File: src/rtl/mc_pkg.sv
// Shared encodings for the multicycle main control: opcodes, states, mux selects, ALU ops and the control word.
// MC_CONTROL_BNE_EN adds the bne opcode path and the pcwritecond_ne control bit.
package mc_pkg;

  localparam logic [5:0] OP_R    = 6'b000000;
  localparam logic [5:0] OP_LW   = 6'b100011;
  localparam logic [5:0] OP_SW   = 6'b101011;
  localparam logic [5:0] OP_BEQ  = 6'b000100;
  localparam logic [5:0] OP_ADDI = 6'b001000;
  localparam logic [5:0] OP_J    = 6'b000010;
  localparam logic [5:0] OP_BNE  = 6'b000101;

  localparam logic [1:0] ALUOP_ADD   = 2'b00;
  localparam logic [1:0] ALUOP_SUB   = 2'b01;
  localparam logic [1:0] ALUOP_FUNCT = 2'b10;

  localparam logic [1:0] SRCB_B      = 2'b00;
  localparam logic [1:0] SRCB_FOUR   = 2'b01;
  localparam logic [1:0] SRCB_IMM    = 2'b10;
  localparam logic [1:0] SRCB_IMM_SH = 2'b11;

  localparam logic [1:0] PCSRC_ALU    = 2'b00;
  localparam logic [1:0] PCSRC_ALUOUT = 2'b01;
  localparam logic [1:0] PCSRC_JUMP   = 2'b10;

  typedef enum logic [3:0] {
    S_FETCH  = 4'd0,
    S_DECODE = 4'd1,
    S_MEMADR = 4'd2,
    S_MEMRD  = 4'd3,
    S_MEMWB  = 4'd4,
    S_MEMWR  = 4'd5,
    S_EXEC   = 4'd6,
    S_ALUWB  = 4'd7,
    S_BRANCH = 4'd8,
    S_ADDIEX = 4'd9,
    S_ADDIWB = 4'd10,
    S_JUMP   = 4'd11,
    S_BNE    = 4'd12
  } state_t;

  typedef struct packed {
    logic       pcwrite;
    logic       pcwritecond;
`ifdef MC_CONTROL_BNE_EN
    logic       pcwritecond_ne;
`endif
    logic       iord;
    logic       memread;
    logic       memwrite;
    logic       irwrite;
    logic       memtoreg;
    logic       regdst;
    logic       regwrite;
    logic       alusrca;
    logic [1:0] alusrcb;
    logic [1:0] pcsource;
    logic [1:0] aluop;
  } ctrl_t;

  localparam ctrl_t CTRL_IDLE = '0;

endpackage

File: src/rtl/mc_out_decode.sv
// Moore output decode: registered FSM state to datapath control word.
// FETCH gates irwrite/pcwrite with mem_ready so the IR and PC load only on the completing cycle.
module mc_out_decode
  import mc_pkg::*;
(
  input  state_t state,
  input  logic   mem_ready,
  output ctrl_t  ctrl
);

  // Per-state control word; unlisted and unreachable states leave everything low.
  always_comb begin
    ctrl = CTRL_IDLE;
    case (state)
      S_FETCH: begin
        ctrl.memread = 1'b1;
        ctrl.alusrcb = SRCB_FOUR;
        ctrl.aluop   = ALUOP_ADD;
        ctrl.irwrite = mem_ready;
        ctrl.pcwrite = mem_ready;
      end
      S_DECODE: begin
        ctrl.alusrcb = SRCB_IMM_SH;
        ctrl.aluop   = ALUOP_ADD;
      end
      S_MEMADR, S_ADDIEX: begin
        ctrl.alusrca = 1'b1;
        ctrl.alusrcb = SRCB_IMM;
        ctrl.aluop   = ALUOP_ADD;
      end
      S_MEMRD: begin
        ctrl.memread = 1'b1;
        ctrl.iord    = 1'b1;
      end
      S_MEMWB: begin
        ctrl.regwrite = 1'b1;
        ctrl.memtoreg = 1'b1;
      end
      S_MEMWR: begin
        ctrl.memwrite = 1'b1;
        ctrl.iord     = 1'b1;
      end
      S_EXEC: begin
        ctrl.alusrca = 1'b1;
        ctrl.alusrcb = SRCB_B;
        ctrl.aluop   = ALUOP_FUNCT;
      end
      S_ALUWB: begin
        ctrl.regwrite = 1'b1;
        ctrl.regdst   = 1'b1;
      end
      S_BRANCH: begin
        ctrl.alusrca     = 1'b1;
        ctrl.alusrcb     = SRCB_B;
        ctrl.aluop       = ALUOP_SUB;
        ctrl.pcwritecond = 1'b1;
        ctrl.pcsource    = PCSRC_ALUOUT;
      end
`ifdef MC_CONTROL_BNE_EN
      S_BNE: begin
        ctrl.alusrca        = 1'b1;
        ctrl.alusrcb        = SRCB_B;
        ctrl.aluop          = ALUOP_SUB;
        ctrl.pcwritecond_ne = 1'b1;
        ctrl.pcsource       = PCSRC_ALUOUT;
      end
`endif
      S_ADDIWB: begin
        ctrl.regwrite = 1'b1;
      end
      S_JUMP: begin
        ctrl.pcwrite  = 1'b1;
        ctrl.pcsource = PCSRC_JUMP;
      end
      default: begin
        ctrl = CTRL_IDLE;
      end
    endcase
  end

endmodule

File: src/rtl/mc_control.sv
// Multicycle main control FSM: state register, opcode-driven next-state logic and reset gating of outputs.
// Define MC_CONTROL_BNE_EN to decode bne (000101) into its own branch state with the pcwritecond_ne port.
module mc_control
  import mc_pkg::*;
#(
  parameter int OPC_W   = 6,
  parameter int STATE_W = 4
) (
  input  logic               clk,
  input  logic               reset,
  input  logic [OPC_W-1:0]   opcode,
  input  logic               mem_ready,
  output logic               pcwrite,
  output logic               pcwritecond,
`ifdef MC_CONTROL_BNE_EN
  output logic               pcwritecond_ne,
`endif
  output logic               iord,
  output logic               memread,
  output logic               memwrite,
  output logic               irwrite,
  output logic               memtoreg,
  output logic               regdst,
  output logic               regwrite,
  output logic               alusrca,
  output logic [1:0]         alusrcb,
  output logic [1:0]         pcsource,
  output logic               aluop1,
  output logic               aluop0,
  output logic               illegal,
  output logic [STATE_W-1:0] state_o
);

  state_t state_q;
  state_t state_d;
  logic   illegal_raw;
  logic   illegal_gated;
  ctrl_t  ctrl_dec;
  ctrl_t  ctrl_gated;

  // Next state; unknown opcodes in DECODE return to FETCH and flag illegal.
  always_comb begin
    state_d     = S_FETCH;
    illegal_raw = 1'b0;
    case (state_q)
      S_FETCH:  state_d = mem_ready ? S_DECODE : S_FETCH;
      S_DECODE: begin
        case (opcode)
          OP_LW, OP_SW: state_d = S_MEMADR;
          OP_R:         state_d = S_EXEC;
          OP_BEQ:       state_d = S_BRANCH;
          OP_ADDI:      state_d = S_ADDIEX;
          OP_J:         state_d = S_JUMP;
`ifdef MC_CONTROL_BNE_EN
          OP_BNE:       state_d = S_BNE;
`endif
          default: begin
            state_d     = S_FETCH;
            illegal_raw = 1'b1;
          end
        endcase
      end
      S_MEMADR: begin
        if (opcode == OP_LW) begin
          state_d = S_MEMRD;
        end else if (opcode == OP_SW) begin
          state_d = S_MEMWR;
        end else begin
          state_d = S_FETCH;
        end
      end
      S_MEMRD:  state_d = mem_ready ? S_MEMWB : S_MEMRD;
      S_MEMWR:  state_d = mem_ready ? S_FETCH : S_MEMWR;
      S_EXEC:   state_d = S_ALUWB;
      S_ADDIEX: state_d = S_ADDIWB;
      default:  state_d = S_FETCH;
    endcase
  end

  // State register with synchronous reset to FETCH.
  always_ff @(posedge clk) begin
    if (reset) begin
      state_q <= S_FETCH;
    end else begin
      state_q <= state_d;
    end
  end

  mc_out_decode u_out_decode (
    .state     (state_q),
    .mem_ready (mem_ready),
    .ctrl      (ctrl_dec)
  );

  // Reset aborts any access in flight: all enables, selects and illegal read 0.
  always_comb begin
    if (reset) begin
      ctrl_gated    = CTRL_IDLE;
      illegal_gated = 1'b0;
    end else begin
      ctrl_gated    = ctrl_dec;
      illegal_gated = illegal_raw;
    end
  end

  assign pcwrite        = ctrl_gated.pcwrite;
  assign pcwritecond    = ctrl_gated.pcwritecond;
`ifdef MC_CONTROL_BNE_EN
  assign pcwritecond_ne = ctrl_gated.pcwritecond_ne;
`endif
  assign iord           = ctrl_gated.iord;
  assign memread        = ctrl_gated.memread;
  assign memwrite       = ctrl_gated.memwrite;
  assign irwrite        = ctrl_gated.irwrite;
  assign memtoreg       = ctrl_gated.memtoreg;
  assign regdst         = ctrl_gated.regdst;
  assign regwrite       = ctrl_gated.regwrite;
  assign alusrca        = ctrl_gated.alusrca;
  assign alusrcb        = ctrl_gated.alusrcb;
  assign pcsource       = ctrl_gated.pcsource;
  assign aluop1         = ctrl_gated.aluop[1];
  assign aluop0         = ctrl_gated.aluop[0];
  assign illegal        = illegal_gated;
  assign state_o        = STATE_W'(state_q);

endmodule
File: config.mk
export PLATFORM = sky130hd
export DESIGN_NAME = mc_control
export DESIGN_NICKNAME = d
export VERILOG_FILES = /design/src/rtl/mc_pkg.sv /design/src/rtl/mc_out_decode.sv /design/src/rtl/mc_control.sv
export SDC_FILE = /design/constraint.sdc
export NUM_CORES = 1
export LEC_CHECK = 0
export ABC_AREA = 1
export CAP_MARGIN = 20
export CORE_MARGIN = 4
export CORE_UTILIZATION = 36
export DETAILED_ROUTE_END_ITERATION = 8
export GPL_ROUTABILITY_DRIVEN = 0
export PLACE_DENSITY = 0.77
export SETUP_SLACK_MARGIN = 0.05
export SYNTH_ARGS = -nofsm -noshare
export SYNTH_HDL_FRONTEND = slang
export SYNTH_SLANG_ARGS = --single-unit
File: constraint.sdc
create_clock -name clk -period 1.37 [get_ports clk]
set_clock_uncertainty 0.2 [all_clocks]
set_input_delay 0.137 -clock clk [delete_from_list [all_inputs] [get_ports clk]]
set_output_delay 0.137 -clock clk [all_outputs]
set_load 0.01 [all_outputs]
==> flow_summary.ini <==
[status]
status = finished, violations left
violations = setup timing

[sta]
relSlewSlack_pct = 71.6
timing.final.crit_period_ns = 1.65
rsz0062_at_grt = true
max_freq_mhz = 607
finalSetupViolations = 20
final-hold-violation-count = 0
min_period_over_period_pct = 120
setup_tns_ns = -4.24
maxSlewViolCount = 0
worst_pin_slew_ns = 0.425
setup_slack_ns = -0.278

[pwr]
ir_drop_mv = 0.351
cellInternalPower_uw = 325
powerDensity_nw_per_um2 = 434
p_leak_uw = 0.000643
clkPwrFrac_pct = 30.4
switching_power_uw = 216
power_frac_comb_pct = 46.0
pwr-share-seq_pct = 23.6
switching_share_pct = 40.0
finalPower_uw = 541

[global_route]
antenna_found_initial = 0
grtUsageTotal_pct = 28.5
use_met1_pct = 25.4
use_met2_pct = 51.6
grt_pass1_wl_um = 4200
grt_max_degree = 9
gr-usage-met3_pct = 5.14
grt_busiest_layer = met2
grt_overflow = 0
grt_pass1_vias = 956

[cells_and_area]
multi_input_area_um2 = 568
fillCellCount = 50
layout.nets = 173
layout-drive-gt1-share_pct = 67.3
largest_reg_flops = 4
area_growth_pct = 141
seqCellArea_um2 = 92.6
diodes = 0

[placement]
dp_hpwl_um = 1610
preCtsSetupSlack_ns = -0.732
portBuffers = 29

[route]
firstDrtPassIters = 4
drtAntennaViolNets = 0
wl_um = 3510
routed_via_density = 6.15
drt_iter0_markers = 46
num_vias = 1089
wl_per_cell_um = 19.8
drc = 0

[yosys]
muxShareOfSynthArea_pct = 0
ys_warn_count = 0
synth_top_family_by_area = simple AND/OR/NAND/NOR gates
netlist_area_um2 = 518
yosysSeqAreaShare_pct = 15.5
synthXorXnorAreaFrac_pct = 0
synth_nets = 112
ys_ff_latch = 4
synthAdderAreaFrac_pct = 0
synth.avg_cell_area_um2 = 5.03
synth_cell_types = 19
synthSimpleGateAreaFrac_pct = 55.3
synthCells = 103
synth_compound_area_share_pct = 12.6

[floorplanning]
ios = 30
core.rowCount = 13
design.core.area_um2 = 1330
start_util_pct = 38.8
fp.dieW_um = 45.9
die_y_um = 45.9
dieArea_um2 = 2110

[clock_tree]
cts-root-buf = clkbuf_4
h-tree-depth = 1
cts.clk_slew.worst_paths_ns = 0.04
clock-sinks = 4
numCtsBuffers = 3
cts_buffer_depth = 2
clock_latency_ns = 0.25
cts_tree = yes

[worst_setup_path]
critPathMaxFanout = 4
required_ns = 1.31
critPathKind = reg2reg
crit_arrival_ns = 1.59
startpoint_type = register
endpoint_kind = register

[worst_hold_path]
hold_path.class = in2reg

[job]
cap_violations = 0
[power groups by stage]
stage	combinational (uW)	clock, uW	sequential (uW)
2_1_floorplan	67.3	0	130
3_3_place_gp	168	0	128
3_5_place_dp	174	0	129
4_1_cts	196	155	128
5_1_grt	264	170	129
6_report	249	164	128
[per-stage QoR]
stage | instance area (um^2) | hold slack (ns) | util [%] | instances
final | 1250 | 0.414 | 93.5 | 177
after CTS | 1140 | 0.321 | 85.2 | 175
after global placement | 1010 | 0.480 | 75.8 | 169
after global routing | 1250 | 0.430 | 93.5 | 177
after detailed placement | 1010 | 0.484 | 75.8 | 169
after floorplan | 533 | -0.00100 | - | 103
[synth_stat cells, drive strengths merged]
library cell	n	area share (%)
a21oi	3	2.9
a31oi	3	3.6
buf	1	1.4
clkbuf	1	0.72
dfxtp	4	15
inv	20	14
nand2	26	20
nand3	8	7.7
nand4	1	1.2
nor2	26	21
nor3	3	2.9
nor4	2	2.4
o21ai	4	3.9
o221a	1	2.2
[worst max-delay path, stage by stage (launching register included)]
cell	delay, ns
dfxtp_4	0.39
inv_8	0.06
nand2_4	0.09
inv_4	0.05
nand2_1	0.08
buf_4	0.13
nand2_1	0.06
nor2_1	0.16
nand3_1	0.12
nand2_1	0.13
inv_1	0.06
[worst paths after layout]
check,to,cells past startpoint,slack (ns),from
hold reg to reg,state_o[3],4,0.53,state_o[2]
setup reg to reg,state_o[1],10,-0.28,state_o[1]
setup / recovery,state_o[1],10,-0.28,state_o[1]
hold / removal,state_o[3],3,0.41,reset
[logic make-up after synthesis]
family                 after synthesis
buffers and inverters               22
flip-flops                           4
AND/OR/NAND/NOR                     66
AO/OA/AOI/OAI                       11
[cell type report]
cell class / instances / area share (%)
tap: 15 / 1.50
timing repair buffer: 58 / 35.7
clock buffer: 3 / 1.81
multi-input combinational: 77 / 45.5
inverter: 20 / 8.02
sequential: 4 / 7.42
[placed cells by master, fill, tap and decap left out, types with 5 or more instances in the layout]
cell / count
buf_6: 10
dlygate4sd2_1: 8
inv_4: 5
nand2_1: 12
buf_2: 16
nor2_4: 6
nand2_2: 8
nor2_1: 9
buf_4: 21
nand3_1: 6
inv_1: 10
nor2_2: 11
nand2_4: 5
[repair_timing]
| item | in CTS | in global routing |
|---|---|---|
| hold buffers | 0 | 0 |
| gates resized for setup | 135 | 37 |
| endpoints found under the setup margin | 25 | 23 |
| buffers inserted | 3 | 5 |
| pin swaps | 14 | 22 |
| cloned | 0 | 0 |
[per-layer routing]
layer  wire length (um)  vias to the layer above
li1                   -                      448
met1               1160                      508
met2               1760                       94
met3                272                       39
met4                312                        0
met5                  0                        -
Power figures use the tool's default switching activity.
